===== src/rtl/program_memory_controller.sv =====
// program_memory_controller: arbitrates instruction fetch requests from several consumers onto
// program memory read channels. Each channel runs its own FSM, and a shared round-robin pointer prevents starvation.
module program_memory_controller #(
    parameter int ADDR_BITS     = 8,
    parameter int DATA_BITS     = 16,
    parameter int NUM_CONSUMERS = 2,
    parameter int NUM_CHANNELS  = 1
) (
    input  logic                               clk,
    input  logic                               reset,
    input  logic [NUM_CONSUMERS-1:0]           consumer_read_valid,
    input  logic [NUM_CONSUMERS*ADDR_BITS-1:0] consumer_read_address,
    output logic [NUM_CONSUMERS-1:0]           consumer_read_ready,
    output logic [NUM_CONSUMERS*DATA_BITS-1:0] consumer_read_data,
    output logic [NUM_CHANNELS-1:0]            mem_read_valid,
    output logic [NUM_CHANNELS*ADDR_BITS-1:0]  mem_read_address,
    input  logic [NUM_CHANNELS-1:0]            mem_read_ready,
    input  logic [NUM_CHANNELS*DATA_BITS-1:0]  mem_read_data
);
    localparam int ID_BITS = NUM_CONSUMERS > 1 ? $clog2(NUM_CONSUMERS) : 1;
    typedef enum logic [1:0] {IDLE, READ_WAITING, RELAYING} state_t;
    state_t state [NUM_CHANNELS];
    logic [ID_BITS-1:0] id [NUM_CHANNELS];
    logic [ID_BITS-1:0] grant_id [NUM_CHANNELS];
    logic [ID_BITS-1:0] rr_ptr, next_ptr;
    logic [NUM_CONSUMERS-1:0] busy, taken;
    logic [NUM_CHANNELS-1:0] grant;
    logic any_grant;
    logic [ADDR_BITS-1:0] caddr [NUM_CONSUMERS];
    logic [DATA_BITS-1:0] cdata [NUM_CONSUMERS];
    logic [ADDR_BITS-1:0] maddr [NUM_CHANNELS];
    logic [DATA_BITS-1:0] mdata [NUM_CHANNELS];

    function automatic logic [ID_BITS-1:0] wrap(input int v);
        return ID_BITS'(v >= NUM_CONSUMERS ? v - NUM_CONSUMERS : v);
    endfunction

    for (genvar k = 0; k < NUM_CONSUMERS; k++) begin : g_cons
        assign caddr[k] = consumer_read_address[k*ADDR_BITS +: ADDR_BITS];
        assign consumer_read_data[k*DATA_BITS +: DATA_BITS] = cdata[k];
    end

    for (genvar c = 0; c < NUM_CHANNELS; c++) begin : g_chan
        assign mdata[c] = mem_read_data[c*DATA_BITS +: DATA_BITS];
        assign mem_read_address[c*ADDR_BITS +: ADDR_BITS] = maddr[c];
    end

    // Downward scan lets the smallest offset from rr_ptr win; lower channels claim consumers first.
    always_comb begin
        taken = busy;
        next_ptr = rr_ptr;
        any_grant = 1'b0;
        for (int c = 0; c < NUM_CHANNELS; c++) begin
            grant[c] = 1'b0;
            grant_id[c] = '0;
            for (int i = NUM_CONSUMERS - 1; i >= 0; i--)
                if (state[c] == IDLE && consumer_read_valid[wrap(int'(rr_ptr) + i)]
                    && !taken[wrap(int'(rr_ptr) + i)]) begin
                    grant[c] = 1'b1;
                    grant_id[c] = wrap(int'(rr_ptr) + i);
                end
            if (grant[c]) begin
                taken[grant_id[c]] = 1'b1;
                next_ptr = wrap(int'(grant_id[c]) + 1);
                any_grant = 1'b1;
            end
        end
    end

    always_ff @(posedge clk) begin
        if (reset) begin
            rr_ptr <= '0;
            busy <= '0;
            consumer_read_ready <= '0;
            mem_read_valid <= '0;
            for (int k = 0; k < NUM_CONSUMERS; k++) cdata[k] <= '0;
            for (int c = 0; c < NUM_CHANNELS; c++) begin
                state[c] <= IDLE;
                id[c] <= '0;
                maddr[c] <= '0;
            end
        end else begin
            if (any_grant) rr_ptr <= next_ptr;
            for (int c = 0; c < NUM_CHANNELS; c++) begin
                case (state[c])
                    IDLE: if (grant[c]) begin
                        mem_read_valid[c] <= 1'b1;
                        maddr[c] <= caddr[grant_id[c]];
                        busy[grant_id[c]] <= 1'b1;
                        id[c] <= grant_id[c];
                        state[c] <= READ_WAITING;
                    end
                    READ_WAITING: if (mem_read_ready[c]) begin
                        mem_read_valid[c] <= 1'b0;
                        consumer_read_ready[id[c]] <= 1'b1;
                        cdata[id[c]] <= mdata[c];
                        state[c] <= RELAYING;
                    end
                    RELAYING: if (!consumer_read_valid[id[c]]) begin
                        consumer_read_ready[id[c]] <= 1'b0;
                        busy[id[c]] <= 1'b0;
                        state[c] <= IDLE;
                    end
                    default: state[c] <= IDLE;
                endcase
            end
        end
    end
endmodule


===== config.mk =====
export PLATFORM = sky130hd
export DESIGN_NAME = program_memory_controller
export DESIGN_NICKNAME = d
export VERILOG_FILES = /design/src/rtl/program_memory_controller.sv
export SDC_FILE = /design/constraint.sdc
export NUM_CORES = 1
export LEC_CHECK = 0
export ABC_AREA = 1
export CORE_UTILIZATION = 48
export CTS_BUF_LIST = sky130_fd_sc_hd__clkbuf_4
export DETAILED_ROUTE_END_ITERATION = 10
export HOLD_SLACK_MARGIN = 0.12
export MAX_ROUTING_LAYER = met4
export PLACE_DENSITY = 0.95
export SETUP_SLACK_MARGIN = 0.4
export SLEW_MARGIN = 20
export SYNTH_ARGS = -nofsm -noshare
export SYNTH_HDL_FRONTEND = slang
export SYNTH_SLANG_ARGS = --single-unit

===== constraint.sdc =====
create_clock -name clk -period 4.1 [get_ports clk]
set_clock_uncertainty 0.05 [all_clocks]
set_input_delay 0.615 -clock clk [delete_from_list [all_inputs] [get_ports clk]]
set_output_delay 0.615 -clock clk [all_outputs]
set_load 0.05 [all_outputs]

-- Word level (Yosys, flattened, before mapping)
Memory sizes are Yosys's and may differ from the RTL's.
Cells that the tools add are included.
- register bits: 6
- RAM bits: 43
- bits of input ports: 37
- word-level logic and storage cells: 123
- memories: 4
- equality and inequality tests: 5
- muxes and demuxes: 65
- bitwise logic cells: 6
- reductions and logical operators: 24
- $lt $le $gt $ge: 10
- add/subtract/negate cells: 5
- memory list (name ; words ; bits a word ; read ports ; clocked after memory_dff ; write ports ; line ; text):
    cdata ; 2 ; 16 ; 2 ; 0 ; 2 ; 30 ; logic [DATA_BITS-1:0] cdata [NUM_CONSUMERS];
    maddr ; 1 ; 8 ; 1 ; 0 ; 1 ; 31 ; logic [ADDR_BITS-1:0] maddr [NUM_CHANNELS];
    state ; 1 ; 2 ; 1 ; 0 ; 1 ; 22 ; state_t state [NUM_CHANNELS];
    id ; 1 ; 1 ; 1 ; 0 ; 1 ; 23 ; logic [ID_BITS-1:0] id [NUM_CHANNELS];
- operators with widths (operator ; number):
    1-bit 2-to-1 mux ; 47
    8-bit 2-to-1 mux ; 4
    16-bit 2-to-1 mux ; 1
    2-bit 2-to-1 mux ; 8
    16-bit OR reduction ; 1
    3-bit AND reduction ; 3
    1-bit by 2-bit < comparator with 1-bit output, second input constant ; 4
    2-bit case mux with 2 select lines ; 2
    2-bit OR reduction ; 4
    8-bit OR reduction ; 1
    2-bit >= comparator, second input constant ; 3
    1-bit logical AND ; 6
    2-bit inequality test, second input constant ; 3
    2-bit nonzero test ; 3
    1-bit by 1-bit adder with 2-bit output, second input constant ; 2
    2-bit AND ; 2
    2-bit OR ; 2
    3-bit OR reduction ; 1
    1-bit subtractor, second input constant ; 3
    1-bit demux with 1-bit select ; 2
    2-bit by 1-bit equality test with 1-bit output, second input constant ; 1
    2-bit equality test, second input constant ; 1
    1-bit >= comparator, second input constant ; 2
    1-bit by 2-bit >= comparator with 1-bit output, second input constant ; 1
    7 further kinds ; 8

-- Longest topological paths before layout
- depth after elaboration: 18
- gate-level depth with buffers: 8

-- Worst setup path after synthesis
No wires, ideal clock.
- kind: input-to-reg
- start: input reset
- end: memory cdata[0][0], enable pin
- data arrival time: 1.573 ns
- data required time: 3.678 ns
- stages on the path: 5
- slack: 2.105 ns
- path through: buf_2 > nor2_4 > nand2_4 > buf_6 > nand2_1
- RTL lines (element ; line ; text):
    start: declaration ; 10 ; input logic reset,
    end: declaration ; 30 ;

==> summary.md <==
| Metric | Value |
|---|---|
| Post-route ant nets | `0` |
| Placer Congestion | `0.802` |
| Fmax | `433 MHz` |
| Via Count | `1518` |
| Die Footprint | `4540 sq um` |
| Core area | `4060 sq um` |
| Clock Sinks | `49` |
| RSZ-0062 raised after global routing | `false` |
| Outcome | `completed` |
| Worst r2r dst | `cdata[1][2]` |
| Initial antenna violation count | `0` |
| Max-slew headroom | `54.9%` |
| Max Slew Vio Count | `0` |
| Crit path DAT | `2.26 ns` |
| # rows | `23` |
| Crit end category | `flop` |
| Final hold vios | `0` |
| CP max FO | `17` |
| TritonCTS buffer count | `5` |
| Minimum clock period | `2.31 ns` |
| Fraction of layout cells with a size suffix above 1 | `12.8%` |
| Total Neg Setup Slack | `0 ns` |
| CTS tree | `done` |
| DRT Pass-1 Iters | `4` |
| Vias per cell | `4.80` |
| Vias in the first global route | `1480` |
| Total GRT Usage | `20.4%` |
| Hold path depth | `2` |
| PortBufs | `79` |
| Wire per inst | `12.7 um` |
| RR Startpoint | `state[0][1]` |
| P_leak | `1.20 nW` |
| Total Power Consumption | `0.00146 W` |
| Largest net degree at the start of global routing | `18` |
| Drt drc | `0` |
| I/O pins | `80` |
| Seq cells post-synth | `49` |
| HPWL after DPL | `3.12 mm` |
| Final nets | `302` |
| Die Wd | `67.4 um` |
| Clk Latency, worst-skew pair | `0.35 ns` |
| Crit start category | `input pin` |
| Worst-Margin Slew | `0.674 ns` |
| Critical path origin | `reset` |
| Hold buffers post-CTS | `0` |
| Worst Setup Path Type | `input pin to flop` |
| Initial Utilization | `50.6%` |
| Mean Syn Cell Area | `11.3 sq um` |
| N_diodes | `0` |
| R2R Setup Slk | `2.07 ns` |
| Iteration-0 DRC count of the detailed router | `63` |
| Grt total ovfl | `0` |
| Die height | `67.4 um` |
| Max Cap Viol | `0` |
| Hold path startpoint | `rr_ptr` |
| # resized after CTS | `0` |
| CTS Root Cell | `clkbuf_4` |
| CP endpoint | `cdata[1][2]` |
| Area Growth Syn to Fin | `44.1%` |
| Final wirelength | `4.02 mm` |
| Worst VDD drop | `406 uV` |
| Data required time at the worst endpoint | `4.05 ns` |
| Final setup viols | `0` |
| PD cells | `492 nW/um^2` |
| Hold Crit Class | `flop to flop` |
| Syn nets | `219` |
| Level count of the clock H-tree | `2` |
| Sequential cell area fraction in the yosys report | `68.8%` |
| Clk buf depth | `2` |
| Reg2reg path depth | `5` |
| Post-CTS setup buffer count | `0` |
| Syn Std Cell Area | `2050 sq um` |
| Yosys cell types | `15` |
| Worst-path clk slew | `0.14 ns` |
| First-pass GRT wire length | `6.38 mm` |
| Period utilisation layout | `56.3%` |
| Ys Warns | `0` |
| Post-Syn Instances | `182` |
-- cell usage in the layout, fill, tap and decap left out, drive strengths merged --
master and n:
clkdlybuf4s50 79, nor2 65, edfxtp 43, inv 25
nand2 24, o21ai 8, dfxtp 6, a21oi 5
clkbuf 5, nand3 3, clkinvlp 1, clkinv 1
bufinv 1
-- area by class of cell --
type                       count  area (sq um)
clock buffer                   5          37.5
clock inverter                 3          41.3
fill                         273          1100
inverter                      25          93.8
multi-input combinational    105           519
sequential                    49          1410
tap                           50          62.6
timing repair buffer          79           791
-- through the flow --
step	setup slack [ns]	util (%)	instances	area (sq um)	hold slack [ns]
floorplan	2.11	-	182	2050	0.391
global placement	1.47	70.9	308	2880	0.406
detailed placement	1.39	70.9	308	2880	0.403
CTS	1.78	72.9	316	2960	0.427
global route	1.65	72.9	316	2960	0.443
finish	1.79	72.9	316	2960	0.427
-- synth_stat cells --
cell	number	share of area (%)
nor2_2	17	5.2
dfxtp_1	6	5.9
nor2_4	5	2.7
inv_1	24	4.4
inv_2	1	0.18
nand2_1	22	4.0
o21ai_0	8	2.0
nor2_1	43	7.9
a21oi_1	5	1.2
edfxtp_1	43	63
nand3_2	2	0.98
nand3_1	1	0.24
buf_6	2	1.1
buf_2	1	0.24
nand2_4	2	1.1
-- metal layers --
metal / vias up / part of all wire (%) / global-route usage (%) / wire length (um)
met2: 80 / 55 / 35.4 / 2200
met5: - / 0 / - / 0
met3: 6 / 7.3 / 5.07 / 292
met4: 0 / 1.4 / 8.78 / 56
met1: 683 / 37 / 22.1 / 1470
li1: 749 / - / - / -
-- where the power goes --
part           leakage, nW  internal, W  switching, W
Combinational        0.661     0.000163      0.000353
Clock               0.0389     0.000126      0.000147
Sequential           0.500     0.000632     0.0000344
-- flip-flops by register name, indices dropped and copies added (netlist names), named ones only --
signal          count
cdata              32
maddr               8
busy                2
state               2
id                  1
mem_read_valid      1
rr_ptr              1
-- worst min path at each step --
stage / endpoint / slack [ns]
floorplan: rr_ptr / 0.39
global placement: rr_ptr / 0.41
detailed placement: flop / 0.40
finish: rr_ptr / 0.43
global route: rr_ptr / 0.44
CTS: rr_ptr / 0.43
-- critical path: stages --
cell             delay, ns
clkdlybuf4s50_1       0.61
nor2_4                0.28
nand2_4               0.19
nand2_1               0.56
-- cell families after synthesis --
logic type	Yosys count	synth area share, %
AND/OR/NAND/NOR	92	22.1
flip-flops	49	68.8
buffers and inverters	28	5.91
AO/OA/AOI/OAI	13	3.17
Power figures use the tool's default switching activity.
